## config.mk

```make
export PLATFORM = sky130hd
export DESIGN_NAME = bcd_conv_arbiter
export DESIGN_NICKNAME = d
export VERILOG_FILES = /design/src/rtl/bcd_arb_pkg.sv /design/src/rtl/rr_arbiter.sv /design/src/rtl/bcd_conv_arbiter.sv
export SDC_FILE = /design/constraint.sdc
export NUM_CORES = 1
export LEC_CHECK = 0
export BUFFER_PORTS_ARGS = -buffer_cell sky130_fd_sc_hd__buf_4
export CAP_MARGIN = 15
export CORE_ASPECT_RATIO = 0.5
export CORE_MARGIN = 2
export CORE_UTILIZATION = 37
export DETAILED_ROUTE_END_ITERATION = 7
export HOLD_SLACK_MARGIN = 0.15
export PLACE_DENSITY = 0.75
export SYNTH_ARGS = -nofsm -noshare
export SYNTH_HDL_FRONTEND = slang
export SYNTH_SLANG_ARGS = --single-unit
```

## constraint.sdc

```tcl
create_clock -name clk -period 1.8 [get_ports clk]
set_clock_uncertainty 0.2 [all_clocks]
set_input_delay 0.18 -clock clk [delete_from_list [all_inputs] [get_ports clk]]
set_output_delay 0.18 -clock clk [all_outputs]
set_load 0.02 [all_outputs]
```

## src/rtl/bcd_arb_pkg.sv

```systemverilog
// ============================================================================
// Module      : bcd_arb_pkg
// Description : Shared types, default widths and helpers for bcd_conv_arbiter.
// Revision    : 1.0 - initial release
// ============================================================================
`default_nettype none

package bcd_arb_pkg;

    typedef enum logic [1:0] {
        ST_IDLE  = 2'd0,
        ST_START = 2'd1,
        ST_WAIT  = 2'd2,
        ST_RESP  = 2'd3
    } arb_state_e;

    localparam int DEF_DW      = 8;
    localparam int DEF_BW      = 12;
    localparam int DEF_TIMEOUT = 64;

    function automatic int ptr_w(input int n);
        return (n > 1) ? $clog2(n) : 1;
    endfunction

endpackage

`default_nettype wire

```

## src/rtl/rr_arbiter.sv

```systemverilog
// ============================================================================
// Module      : rr_arbiter
// Description : Combinational round-robin one-hot grant starting at ptr.
// Revision    : 1.0 - initial release
// ============================================================================
`default_nettype none

module rr_arbiter #(
    parameter int N_REQ = 4,
    parameter int PW    = 2
) (
    input  logic [N_REQ-1:0] req,
    input  logic [PW-1:0]    ptr,
    output logic [N_REQ-1:0] grant
);

    logic [N_REQ-1:0] w_mask;
    logic [N_REQ-1:0] w_hi;
    logic [N_REQ-1:0] w_sel;

    always_comb begin
        w_mask = '0;
        for (int i = 0; i < N_REQ; i++) begin
            w_mask[i] = (i >= int'(ptr));
        end
    end

    // Prefer requesters at/after the pointer; wrap to the lowest index otherwise.
    assign w_hi  = req & w_mask;
    assign w_sel = (|w_hi) ? w_hi : req;
    assign grant = w_sel & (~w_sel + N_REQ'(1));

endmodule

`default_nettype wire

```

## src/rtl/bcd_conv_arbiter.sv

```systemverilog
// ============================================================================
// Module      : bcd_conv_arbiter
// Description : Round-robin scheduler sharing one serial binary-to-BCD
//               converter; optional WAIT timeout via BCD_ARB_TIMEOUT_EN.
// Revision    : 1.0 - initial release
// ============================================================================
`default_nettype none

module bcd_conv_arbiter
    import bcd_arb_pkg::*;
#(
    parameter int N_REQ   = 4,
    parameter int DW      = DEF_DW,
    parameter int BW      = DEF_BW,
    parameter int TIMEOUT = DEF_TIMEOUT
) (
    input  logic                clk,
    input  logic                rst_n,
    input  logic [N_REQ-1:0]    req_valid,
    input  logic [N_REQ*DW-1:0] req_data,
    output logic [N_REQ-1:0]    req_ready,
    output logic [N_REQ-1:0]    rsp_valid,
    output logic [BW-1:0]       rsp_bcd,
    output logic                rsp_err,
    output logic                conv_enable,
    output logic [DW-1:0]       conv_data,
    input  logic [BW-1:0]       conv_bcd,
    input  logic                conv_done
);

    localparam int PW = ptr_w(N_REQ);

    localparam logic [1:0] S_IDLE  = ST_IDLE;
    localparam logic [1:0] S_START = ST_START;
    localparam logic [1:0] S_WAIT  = ST_WAIT;
    localparam logic [1:0] S_RESP  = ST_RESP;

    if (N_REQ < 2 || N_REQ > 8 || TIMEOUT < 1) begin : g_param_check
        $error("bcd_conv_arbiter: N_REQ must be 2..8 and TIMEOUT >= 1");
    end

    logic [1:0]       r_state;
    logic [PW-1:0]    r_ptr;
    logic [PW-1:0]    r_gnt_idx;
    logic [N_REQ-1:0] r_gnt_oh;
    logic [N_REQ-1:0] w_gnt_oh;
    logic [PW-1:0]    w_gnt_idx;
    logic [DW-1:0]    w_sel_data;
    logic             w_timeout;

    rr_arbiter #(
        .N_REQ (N_REQ),
        .PW    (PW)
    ) u_rr_arbiter (
        .req   (req_valid),
        .ptr   (r_ptr),
        .grant (w_gnt_oh)
    );

    always_comb begin
        w_gnt_idx  = '0;
        w_sel_data = '0;
        for (int i = 0; i < N_REQ; i++) begin
            if (w_gnt_oh[i]) begin
                w_gnt_idx  = PW'(i);
                w_sel_data = req_data[i*DW +: DW];
            end
        end
    end

`ifdef BCD_ARB_TIMEOUT_EN
    localparam int CW = $clog2(TIMEOUT + 1);

    logic [CW-1:0] r_wait_cnt;

    // Counter is zero on the first WAIT cycle, so expiry lands TIMEOUT cycles after entry.
    always_ff @(posedge clk) begin
        if (!rst_n || r_state != S_WAIT) begin
            r_wait_cnt <= '0;
        end else begin
            r_wait_cnt <= r_wait_cnt + CW'(1);
        end
    end

    assign w_timeout = (r_state == S_WAIT) && (r_wait_cnt == CW'(TIMEOUT - 1));
`else
    assign w_timeout = 1'b0;
`endif

    always_ff @(posedge clk) begin
        if (!rst_n) begin
            r_state     <= S_IDLE;
            r_ptr       <= '0;
            r_gnt_idx   <= '0;
            r_gnt_oh    <= '0;
            req_ready   <= '0;
            rsp_valid   <= '0;
            rsp_bcd     <= '0;
            rsp_err     <= 1'b0;
            conv_enable <= 1'b0;
            conv_data   <= '0;
        end else begin
            req_ready   <= '0;
            rsp_valid   <= '0;
            conv_enable <= 1'b0;
            case (r_state)
                S_IDLE: begin
                    if (|req_valid) begin
                        r_gnt_oh    <= w_gnt_oh;
                        r_gnt_idx   <= w_gnt_idx;
                        conv_data   <= w_sel_data;
                        req_ready   <= w_gnt_oh;
                        conv_enable <= 1'b1;
                        r_state     <= S_START;
                    end
                end
                S_START: begin
                    r_state <= S_WAIT;
                end
                S_WAIT: begin
                    if (conv_done) begin
                        rsp_bcd   <= conv_bcd;
                        rsp_err   <= 1'b0;
                        rsp_valid <= r_gnt_oh;
                        r_state   <= S_RESP;
                    end else if (w_timeout) begin
                        rsp_bcd   <= '0;
                        rsp_err   <= 1'b1;
                        rsp_valid <= r_gnt_oh;
                        r_state   <= S_RESP;
                    end
                end
                S_RESP: begin
                    r_ptr   <= (r_gnt_idx == PW'(N_REQ - 1)) ? '0 : r_gnt_idx + PW'(1);
                    r_state <= S_IDLE;
                end
                default: begin
                    r_state <= S_IDLE;
                end
            endcase
        end
    end

endmodule

`default_nettype wire

```

# Word-level counts from Yosys, hierarchy flattened
# Index checks and enable logic that the tools add are counted.
# op_classes
n_addsub,2
magnitude_cmp,3
eq_ne,6
muxes,13
n_bitwise,3
reduce_logical,9
# ops
op,n
two-way mux 8 bit,4
two-way mux 2 bit,5
bitwise AND 4 bit,2
case mux 2 bit (4 select lines),1
AND reduction 2 bit,4
OR reduction 4 bit,2
"== test 2 bit, second input constant",3
AND reduction 3 bit,2
"adder 4 x 1 -> 4 bit, second input constant",1
"greater-or-equal comparator 1 x 2 -> 1 bit, first input constant",2
two-way mux 4 bit,1
"!= test 2 bit, second input constant",2
NOT 4 bit,1
"adder 2 x 1 -> 2 bit, second input constant",1
"== test 2 x 1 -> 1 bit, second input constant",1
"greater-or-equal comparator 2 bit, first input constant",1
logical NOT 2 bit,1
two-way mux 1 bit,2
# word_totals
register_bits,39
in_bits,51
out_inout_bits,30
elab_cells,45

# Longest topological paths before layout
# Gate-level depths: netlist of run 1.
# depth
word_depth,11
ltp_mapped,8

# Hierarchy
# From an unflattened synthesis of run 1, not the netlist that was laid out.
# unflattened
cells_unflattened,198
area_unflattened_um2,1781.7
# modules_own_cells
mod,instances,cells_each,area_each_um2,seq_area_each_um2
bcd_conv_arbiter,1,182,1674.1,780.7
rr_arbiter,1,16,107.6,0.0

# Least setup slack after synthesis of run 1
# No wires, ideal clock.
# synth_timing
kind,flip-flop to flip-flop
from,reg r_state[0]
to,reg conv_data[6]
setup_time_ps,87
t_arrival_ps,1462
slack_ps,51
path_stages_with_launch,9
path_buffers,1
period_less_slack_ps,1749
cell_sequence,dfxtp_1 inv_1 ha_1 o41a_1 clkbuf_1 nand2_1 o31ai_1 nand2_1 o31ai_1
# synth_between
elab_chain_len,2
# synth_lines
item,line,source
from (decl),bcd_conv_arbiter.sv:42,logic [1:0] r_state;
from (signal assigned),bcd_conv_arbiter.sv:92,r_state <= S_IDLE;
from (signal assigned),bcd_conv_arbiter.sv:114,r_state <= S_START;
from (signal assigned),bcd_conv_arbiter.sv:118,r_state <= S_WAIT;
logical NOT 2 bit,bcd_conv_arbiter.sv:106,case (r_state)
AND reduction 2 bit (no source line),n/a,
to (signal assigned),bcd_conv_arbiter.sv:111,conv_data <= w_sel_data;
to (decl),bcd_conv_arbiter.sv:26,"output logic [DW-1:0] conv_data,"
# No other way between the ends.
# A chain may end at the register's enable or synchronous reset.

# Worst setup path in the final report of run 1
# layout_timing
from,reg r_ptr[1]
to,reg conv_data[2]
# layout_between
elab_chain_len,11
elab_cells_between_ends,13
cone_classes,add/sub: 1; order compare: 3; mux: 5; bitwise: 3; reduce/logical: 1
# layout_lines
item,line,source
from (decl),bcd_conv_arbiter.sv:43,logic [PW-1:0] r_ptr;
from (signal assigned),bcd_conv_arbiter.sv:134,r_ptr <= (r_gnt_idx == PW'(N_REQ - 1)) ? '0 : r_gnt_idx + PW'(1);
greater-or-equal comparator 1 x 2 -> 1 bit or greater-or-equal comparator 2 bit (tied branches),rr_arbiter.sv:24,w_mask[i] = (i >= int'(ptr));
bitwise AND 4 bit (*),rr_arbiter.sv:29,assign w_hi = req & w_mask;
OR reduction 4 bit,rr_arbiter.sv:30,assign w_sel = (|w_hi) ? w_hi : req;
two-way mux 4 bit (*),rr_arbiter.sv:30,
NOT 4 bit,rr_arbiter.sv:31,assign grant = w_sel & (~w_sel + N_REQ'(1));
adder 4 x 1 -> 4 bit,rr_arbiter.sv:31,
bitwise AND 4 bit (*),rr_arbiter.sv:31,
two-way mux 8 bit (3 in series),bcd_conv_arbiter.sv:64,if (w_gnt_oh[i]) begin
two-way mux 8 bit (*),bcd_conv_arbiter.sv:64,
# Every way passes the cells marked *; elsewhere a longest branch is shown, timed or not.

==> results of run 1 <==
-- critical path, stage by stage, from the launching register on --
cell and delay, ns:
dfxtp_2 0.36, o21a_1 0.22, a22o_1 0.31, buf_4 0.19, a221oi_1 0.24, o31ai_1 0.11
-- path summary, 6_finish.rpt --
kind / slack (ns) / cells past startpoint / end
worst min register to register: 0.26 / 2 / r_gnt_oh[0]$_SDFFE_PN0P_
worst max-delay path: 0.06 / 5 / conv_data[2]$_SDFFE_PN0P_
worst min-delay path: 0.16 / 5 / r_state[1]$_SDFFE_PN0P_
worst max register to register: 0.06 / 5 / conv_data[2]$_SDFFE_PN0P_
-- what timing repair did --
item                                    CTS  global route
gates cloned                              0             1
gates resized for setup                   1            12
hold buffers                             41             0
hold endpoints to repair                 23             0
pin swaps                                 0             0
setup buffers                             1             0
endpoints found under the setup margin    6            11
-- cell usage after synthesis (3+ instances only) --
cell / n
nand2_1: 51
dfxtp_1: 39
nor2_1: 17
o31ai_1: 14
a21boi_0: 12
clkbuf_1: 8
a221oi_1: 6
and2_1: 6
and3_1: 6
nor2b_1: 6
buf_2: 5
inv_1: 5
ha_1: 4
a21oi_1: 3
o21ai_0: 3
o21ai_1: 3
-- cell type report --
cell class | instances | share of cell area, %
repair buffers | 142 | 37.6
multi-input cells | 156 | 31.2
flip-flops and latches | 39 | 25.3
well taps | 66 | 2.66
clock buffers | 5 | 2.22
inverters | 5 | 0.605
clock inverters | 3 | 0.484
-- power by group --
part           internal, uW  switching, uW
Combinational           669            708
Clock                   265            294
Sequential             1040           94.9
-- metrics by stage --
| stage | utilization, % | std cells | setup WS [ns] | hold WS [ns] | TNS, ns |
|---|---|---|---|---|---|
| after floorplan | - | 216 | 0.0510 | 0.125 | 0 |
| after global placement | 56.1 | 364 | -0.191 | 0.242 | -1.59 |
| after detailed placement | 56.1 | 364 | -0.239 | 0.236 | -2.28 |
| after CTS | 67.2 | 414 | 0.00685 | 0.153 | 0 |
| after global routing | 68.2 | 416 | -0.0127 | 0.215 | -0.0177 |
| final | 68.2 | 416 | 0.0620 | 0.158 | 0 |
-- cells in the final DEF (no fill, tap or decap), drive strengths merged, types with 2 or more instances in the layout --
cell type / n
a2111oi: 2
nor2: 17
buf: 101
nand2: 51
dlygate4sd3: 41
clkbuf: 5
ha: 4
a21oi: 3
a221oi: 6
and2: 7
o21a: 2
nand3: 2
mux2i: 2
o31ai: 14
inv: 5
dfxtp: 39
o21ai: 7
and3: 6
a21boi: 14
nor2b: 6
clkinv: 3
-- sequential cells by signal (all words and copies together), names as in the netlist --
name         cells
rsp_valid        4
r_state          2
r_ptr            2
r_gnt_idx        2
conv_enable      1
rsp_bcd         12
req_ready        4
conv_data        8
r_gnt_oh         4
-- cells by family (layout without fill, tap and decap cells) --
logic type | after synthesis | in the layout | share of synthesized area, %
and+or+nand+nor | 90 | 90 | 21.5
DFF | 39 | 39 | 43.0
buffers and inverters | 21 | 155 | 5.51
muxes | 2 | 2 | 1.10
adders and majority gates | 4 | 4 | 2.75
other | 1 | 1 | 0.206
AOI/OAI and AO/OA | 59 | 59 | 26.0
-- per-layer routing --
metal | up-vias | track usage [%]
met5 | - | 0
met4 | 0 | 6.80
met3 | 6 | 5.32
met2 | 86 | 36.0
met1 | 942 | 24.2
li1 | 1013 | -
==> results_dict.tcl, run 1 <==
set metrics [dict create \
    numCtsBuffers 5 \
    synth_cell_type_count 38 \
    clock_tree_from_tritoncts "built" \
    cts_sinks 39 \
    grt_pass1_vias 1890 \
    core_area_mm2 0.00455 \
    grt_antenna_before_repair 0 \
    grt_overflow_total 0 \
    ratio_of_cells_with_drive_above_1_in_the_final_layout_pct 36.0 \
    met3_wirelength_um 399 \
    wl_per_cell_um 13.1 \
    outcome "completed" \
    multi_input_area_um2 967 \
    track_usage_pct 20.2 \
    reg2reg_launch_point "r_ptr[1]$_SDFFE_PN0N_" \
    dr.pass1.iters 4 \
    seq_area_um2 786 \
    topRoutingLayerUsed "met4" \
    clock_period_minus_worst_slack_ns 1.74 \
    post_synth_instance_area_mm2 0.00182 \
    floorplan.io_pins 81 \
    power_leakage_uw 0.00138 \
    syn-instance-count 216 \
    final-setup-viol-count 0 \
    drt_drc_violations_left 0 \
    hold_viol_final 0 \
    synth.ff_latch_count 39 \
    floorplan.initialDensity_pct 39.9 \
    irDropWorstVdd_mv 0.396 \
    final_number_of_max_transition_violations 0 \
    drt_first_iter_violations 108 \
    dp_hpwl_mm 3.65 \
    worstPathRequired_ns 1.78 \
    netlist.area_leader.share_pct 43.0 \
    place.port_buffers 79 \
    clock_insertion_delay_worst_skew_ns 0.29 \
    crit_path_end_kind "register" \
    drt-met1-wl_mm 2.38 \
    maxCapViolations 0 \
    design.final.nets 404 \
    synth.avg_cell_area_um2 8.41 \
    min-delay-path-class "input port to register" \
    asyncSetResetFlopFracSynth_pct 0 \
    gpl.final_weighted_congestion 0.774 \
    cts.reportedPaths.clkPinSlew_ns 0.08 \
    insertedDiodeCount 0 \
    critPathArrivalTime_ns 1.71 \
    clock_tree.root_cell "clkbuf_8" \
    drt.antenna.violating_nets 0 \
    maximum_number_of_pins_on_one_net_before_global_route_repair 37 \
    wire_length_of_the_first_global_routing_pass_mm 8.45 \
    final_area_mm2 0.00310 \
    critical_path_class "register to register" \
    final_power_uw 3070 \
    cts_buffer_depth 2 \
    power_density_mw_per_mm2 988 \
    synth_seq_area_share_pct 43.0 \
    met2_wirelength_mm 2.60 \
    p_r_area_growth_vs_syn_pct 70.9 \
    cts_max_level 2 \
    netlist.top_cell.by_area "dfxtp_1" \
    dieHeight_um 53.6 \
    synth-edff-count 0 \
    synthesis.nets 271 \
    die_x_um 103 \
    finalWirelength_mm 5.44 \
    placement.cell_area_mm2 0.00255 \
    detailroute.via_count 2047 \
    rows 17 \
    fill_cells 363 \
    cp-startpoint "r_ptr[1]$_SDFFE_PN0N_" \
    fmax_mhz 575 \
    die_area_mm2 0.00552 \
    crit_fanout 8 \
    hold_path.startpoint "conv_done" \
    viasPerCell 4.92 \
    start_kind "register" \
    synth_ff_type "dfxtp_1" \
    synth_area_leaders "dfxtp_1 43%, nand2_1 11%, o31ai_1 5.8%, a21boi_0 5.0%, nor2_1 3.5%" \
    fraction_of_the_cycle_the_final_worst_path_needs_pct 96.6 \
    synth.yosys.warnings 0 \
]
Power figures use the tool's default switching activity.
==> inputs of run 2 (changes only) <==
--- a/config.mk
+++ b/config.mk
@@ -7,12 +7,13 @@
 export LEC_CHECK = 0
 export BUFFER_PORTS_ARGS = -buffer_cell sky130_fd_sc_hd__buf_4
 export CAP_MARGIN = 15
-export CORE_ASPECT_RATIO = 0.5
+export CORE_ASPECT_RATIO = 1.75
 export CORE_MARGIN = 2
-export CORE_UTILIZATION = 37
+export CORE_UTILIZATION = 35
 export DETAILED_ROUTE_END_ITERATION = 7
+export GPL_TIMING_DRIVEN = 0
 export HOLD_SLACK_MARGIN = 0.15
-export PLACE_DENSITY = 0.75
+export PLACE_DENSITY = 0.72
 export SYNTH_ARGS = -nofsm -noshare
 export SYNTH_HDL_FRONTEND = slang
 export SYNTH_SLANG_ARGS = --single-unit
==> run 2 against run 1 <==
Sequential cell count stayed put; die area is 5.2% higher; first-iteration DRC count is 48% lower; critical path type unchanged; critical endpoint is now conv_data[0]$_SDFFE_PN0P_; largest cell class unchanged.
==> results_dict.tcl, run 2 (same netlist as run 1, synthesis figures left out) <==
set metrics [dict create \
    power.share.combinational_pct 44.9 \
    crit_fanout 7 \
    cts_sinks 39 \
    place.port_buffers 76 \
    viasPerCell 4.99 \
    grt_overflow_total 0 \
    drt_first_iter_violations 56 \
    grt_antenna_before_repair 0 \
    dr.pass1.iters 4 \
    wire_length_of_the_first_global_routing_pass_mm 8.81 \
    finalWirelength_mm 5.73 \
    critPathArrivalTime_ns 1.74 \
    fraction_of_the_cycle_the_final_worst_path_needs_pct 98.4 \
    pre_cts_slack_ns -0.220 \
    numCtsBuffers 5 \
    reg_top3 "rsp_bcd: 12 flops, conv_data: 8 flops" \
    start_kind "register" \
    floorplan.io_pins 81 \
    fmax_mhz 565 \
    hold_slack_ns 0.206 \
    core_area_mm2 0.00498 \
    grt_pass1_vias 1947 \
    worstPathRequired_ns 1.77 \
    min-delay-path-class "input port to register" \
    rsz0062_at_grt "true" \
    power_leakage_uw 0.00142 \
    rows 34 \
    wl_per_cell_um 14.1 \
    critical_path_class "register to register" \
    p_int_uw 2180 \
    outcome "completed" \
    power_density_mw_per_mm2 1040 \
    detailroute.via_count 2025 \
    ratio_of_cells_with_drive_above_1_in_the_final_layout_pct 38.6 \
    net-switching-power_uw 1190 \
    die_x_um 58.5 \
    insertedDiodeCount 0 \
    crit_path_end_kind "register" \
    commonest_non_fill_non_tap_cell_in_the_layout "buf_4" \
    maximum_number_of_pins_on_one_net_before_global_route_repair 14 \
    die_area_mm2 0.00581 \
    irDropWorstVdd_mv 1.05 \
    power.switching_fraction_pct 35.3 \
    largest_register_ffs 12 \
    clock_insertion_delay_worst_skew_ns 0.29 \
    final-setup-viol-count 0 \
    cts_max_level 2 \
    fill_cells 387 \
    drt_drc_violations_left 0 \
    final_number_of_max_transition_violations 0 \
    floorplan.initialDensity_pct 36.5 \
    design.final.nets 406 \
    power_share_of_the_clock_group_pct 21.7 \
    dp_hpwl_mm 3.69 \
    hold_viol_final 0 \
    clock_tree_from_tritoncts "built" \
    cts.reportedPaths.clkPinSlew_ns 0.08 \
    dieHeight_um 99.3 \
    gpl.final_weighted_congestion 0.755 \
    setup_slack_ns 0.0290 \
    drt.antenna.violating_nets 0 \
    clock_tree.root_cell "clkbuf_8" \
    maxCapViolations 0 \
    final_cell_mix "89 x buf_4, 49 x nand2_1, 42 x dlygate4sd3_1" \
    regMostFlops "rsp_bcd" \
    clock_period_minus_worst_slack_ns 1.77 \
    power_frac_seq_pct 33.4 \
    track_usage_pct 19.5 \
    p_r_area_growth_vs_syn_pct 78.2 \
    cts_buffer_depth 2 \
]
-- run 2: cell types whose count changed in the layout (fill, tap and decap cells not counted), sizes merged --
cell,before,now
clkbuf,5,11
bufinv,0,1
buf,101,96
clkinv,3,2
dlygate4sd3,41,42
-- run 2: final timing paths --
check | from | to | slack (ns) | cells past startpoint
setup / recovery | r_ptr[1]$_SDFFE_PN0N_ | conv_data[0]$_SDFFE_PN0P_ | 0.03 | 5
hold / removal | req_valid[1] | r_gnt_oh[3]$_SDFFE_PN0P_ | 0.21 | 4
setup reg to reg | r_ptr[1]$_SDFFE_PN0N_ | conv_data[0]$_SDFFE_PN0P_ | 0.03 | 5
hold reg to reg | r_gnt_oh[0]$_SDFFE_PN0P_ | r_gnt_oh[0]$_SDFFE_PN0P_ | 0.25 | 2
-- run 2: routing by layer --
| metal | up-vias | share of wire [%] | routed length [um] | track usage [%] |
|---|---|---|---|---|
| met5 | - | 0 | 0 | 0 |
| met3 | 11 | 4.3 | 247 | 2.73 |
| met2 | 62 | 55 | 3150 | 36.7 |
| met1 | 936 | 38 | 2190 | 20.5 |
| li1 | 1016 | - | - | - |
| met4 | 0 | 2.4 | 135 | 8.05 |
-- run 2: final cells by class --
type                    count  area [um2]  area share [%]
repair buffers            131        1100            33.8
clock buffers               5        68.8            2.13
well taps                  54        67.6            2.09
clock inverters             3        43.8            1.35
plain buffers              13        90.1            2.78
multi-input cells         156        1070            33.1
inverters                   5        18.8           0.580
flip-flops and latches     39         782            24.1
-- run 2: per-stage QoR --
stage | utilization [%] | TNS [ns] | cells | power, uW | cell area (um2)
after floorplan | - | 0 | 216 | 1840 | 1820
after global placement | 49.3 | -1.60 | 346 | 2250 | 2450
after detailed placement | 49.3 | -1.87 | 346 | 2270 | 2450
after CTS | 60.9 | -0.00268 | 397 | 3130 | 3030
after global routing | 65.1 | -0.0142 | 406 | 3560 | 3240
final | 65.1 | 0 | 406 | 3370 | 3240
-- run 2: critical path: stages, from the launching register on --
cell and delay (ns):
dfxtp_2 0.34, buf_6 0.12, o21a_1 0.20, a22o_4 0.31, a2111oi_4 0.35, o31ai_1 0.12
-- run 2: what timing repair did --
action | CTS | global route
resized for setup | 13 | 33
hold buffers | 42 | 0
gates cloned | 0 | 1
setup buffers | 1 | 11
hold endpoints to repair | 25 | 0
setup endpoints to repair | 23 | 23
pin swaps | 2 | 8
-- run 2: power groups by stage --
stage,Combinational [uW],Sequential [uW],Clock [uW]
floorplan,593,1250,0
global placement,1110,1130,0
detailed placement,1130,1140,0
CTS,1270,1120,742
global route,1640,1140,774
finish,1510,1130,731
==> inputs of run 3 (changes only) <==
--- a/config.mk
+++ b/config.mk
@@ -9,11 +9,11 @@
 export CAP_MARGIN = 15
 export CORE_ASPECT_RATIO = 1.75
 export CORE_MARGIN = 2
-export CORE_UTILIZATION = 35
+export CORE_UTILIZATION = 42
 export DETAILED_ROUTE_END_ITERATION = 7
 export GPL_TIMING_DRIVEN = 0
 export HOLD_SLACK_MARGIN = 0.15
-export PLACE_DENSITY = 0.72
+export PLACE_DENSITY = 0.82
 export SYNTH_ARGS = -nofsm -noshare
 export SYNTH_HDL_FRONTEND = slang
 export SYNTH_SLANG_ARGS = --single-unit
==> run 3 against run 2 <==
Clock power down 21%; sequential share of layout area up 0.34 points; final cell count down 0.25%; critical path type unchanged; non-clock buffer count up 4; sequential power about the same; sequential cell count unchanged; wire length up 12%; core utilization up 12 points.
==> results_dict.tcl, run 3 (same netlist as run 1, synthesis figures left out) <==
set metrics [dict create \
    outcome "completed" \
    dieHeight_um 91.0 \
    max_incr_delay_on_cp_ns 0.35 \
    fraction_of_the_cycle_the_final_worst_path_needs_pct 99.1 \
    worst_r2r_path_depth 5 \
    finalCoreUtilization_pct 76.9 \
    slew-limit-headroom_pct 65.7 \
    worstPathCellList "buf_4, o21a_1, a22o_4, a2111oi_4, o31ai_1" \
    viasPerCell 5.38 \
    cts_max_level 2 \
    min-delay-path-class "input port to register" \
    final-setup-viol-count 0 \
    grt_antenna_before_repair 0 \
    rows 31 \
    finish.cell_count_without_fillers 405 \
    wire_length_of_the_first_global_routing_pass_mm 9.37 \
    clock_period_minus_worst_slack_ns 1.78 \
    place.port_buffers 76 \
    largest_register_ffs 12 \
    cpMaxStageDelayCell "a2111oi_4" \
    cp-startpoint "r_ptr[1]$_SDFFE_PN0N_" \
    power_share_of_the_clock_group_pct 18.0 \
    cts.reportedPaths.clkPinSlew_ns 0.08 \
    endpoint "conv_data[5]$_SDFFE_PN0P_" \
    core_area_mm2 0.00415 \
    cts_sinks 39 \
    final_power_uw 3220 \
    reg_top3 "rsp_bcd: 12 flops, conv_data: 8 flops" \
    commonest_non_fill_non_tap_cell_in_the_layout "buf_4" \
    regMostFlops "rsp_bcd" \
    worst_pin_slew_ns 0.509 \
    clock_insertion_delay_worst_skew_ns 0.29 \
    p_int_uw 2020 \
    placement.cell_area_mm2 0.00245 \
    seq_area_um2 782 \
    fmax_mhz 560 \
    dr.pass1.iters 4 \
    crit_path_end_kind "register" \
    drt_first_iter_violations 95 \
    clock_tree.root_cell "clkbuf_8" \
    ratio_of_cells_with_drive_above_1_in_the_final_layout_pct 36.5 \
    floorplan.io_pins 81 \
    dp_hpwl_mm 3.74 \
    maxCapViolations 0 \
    clock_tree_from_tritoncts "built" \
    finalWirelength_mm 6.41 \
    numCtsBuffers 5 \
    net-switching-power_uw 1200 \
    design.final.nets 410 \
    reg2reg_launch_point "r_ptr[1]$_SDFFE_PN0N_" \
    floorplan.initialDensity_pct 43.8 \
    fill_cells 250 \
    cts_buffer_depth 2 \
    drt_drc_violations_left 0 \
    power_density_mw_per_mm2 1010 \
    drt.antenna.violating_nets 0 \
    insertedDiodeCount 0 \
    critical_path_class "register to register" \
    power_frac_seq_pct 35.4 \
    irDropWorstVdd_mv 0.775 \
    final_area_mm2 0.00319 \
    final_number_of_max_transition_violations 0 \
    r2r_setup_slack_ns 0.02 \
    multi_input_area_mm2 0.00103 \
    detailroute.via_count 2179 \
    final_cell_mix "91 x buf_4, 49 x nand2_1, 44 x dlygate4sd3_1" \
    crit_fanout 8 \
    hold_viol_final 0 \
    track_usage_pct 25.4 \
    grt_pass1_vias 2109 \
    critPathArrivalTime_ns 1.76 \
    p_r_area_growth_vs_syn_pct 75.8 \
    gpl.final_weighted_congestion 0.847 \
    final.setup.tns_ns 0 \
    dp.cells 341 \
    start_kind "register" \
    power.share.combinational_pct 46.6 \
    grt_overflow_total 0 \
    wl_per_cell_um 15.8 \
    power.switching_fraction_pct 37.3 \
    maximum_number_of_pins_on_one_net_before_global_route_repair 13 \
    die_x_um 53.7 \
    die_area_mm2 0.00489 \
    power_leakage_uw 0.00141 \
    worstPathRequired_ns 1.78 \
    capture_instance_of_the_worst_register_to_register_path "conv_data[5]$_SDFFE_PN0P_" \
]
## run 3: changes by cell type in the layout (fill, tap and decap cells not counted), sizes merged
cell	change
clkinv	-1
buf	+3
bufinv	-1
clkinvlp	+1
dlygate4sd3	+2
## run 3: worst min-delay path by stage
| stage | startpoint | endpoint | slack (ns) | depth (start not counted) |
|---|---|---|---|---|
| floorplan | conv_bcd[11] | rsp_bcd[11]$_SDFFE_PN0P_ | 0.12 | 2 |
| global placement | r_gnt_oh[0]$_SDFFE_PN0P_ | r_gnt_oh[0]$_SDFFE_PN0P_ | 0.24 | 2 |
| detailed placement | conv_bcd[2] | rsp_bcd[2]$_SDFFE_PN0P_ | 0.25 | 3 |
| CTS | req_valid[1] | r_gnt_oh[3]$_SDFFE_PN0P_ | 0.18 | 4 |
| global route | req_data[0] | conv_data[0]$_SDFFE_PN0P_ | 0.18 | 4 |
| finish | req_data[0] | conv_data[0]$_SDFFE_PN0P_ | 0.14 | 4 |
## run 3: what timing repair did
item,4_1_cts,5_1_grt
pin swaps,2,11
hold buffers,44,0
gates resized for setup,13,25
cloned,0,2
setup buffers,2,10
hold endpoints to repair,27,0
setup endpoints to repair,22,19
## run 3: per-layer routing
layer	global-route usage, %	part of all wire (%)
met3	4.61	6.1
met4	15.6	3.8
met5	0	0
met1	25.4	35
met2	45.0	55
## run 3: cell type report
type | instances | area share (%)
inverters | 5 | 0.588
plain buffers | 14 | 3.10
multi-input cells | 156 | 32.2
repair buffers | 134 | 35.0
clock buffers | 6 | 2.27
clock inverters | 2 | 0.392
well taps | 49 | 1.92
flip-flops and latches | 39 | 24.5
## run 3: critical path, delay by kind of cell, from the launching register on
family                 cells  cell delay (ns)
DFF                        1             0.34
buffers and inverters      1             0.15
AOI/OAI and AO/OA          4             0.98
## run 3: power by group through the flow
| stage | sequential (uW) | combinational (uW) | clock, uW |
|---|---|---|---|
| CTS | 1130 | 1270 | 593 |
| finish | 1140 | 1500 | 578 |
| detailed placement | 1140 | 1130 | 0 |
| global placement | 1130 | 1100 | 0 |
| floorplan | 1250 | 593 | 0 |
| global route | 1150 | 1610 | 632 |
## run 3: metrics by stage
stage / setup slack (ns) / hold slack, ns
finish: 0.0156 / 0.139
detailed placement: -0.254 / 0.252
global route: -0.103 / 0.177
global placement: -0.195 / 0.240
CTS: -0.00183 / 0.178
floorplan: 0.0510 / 0.125
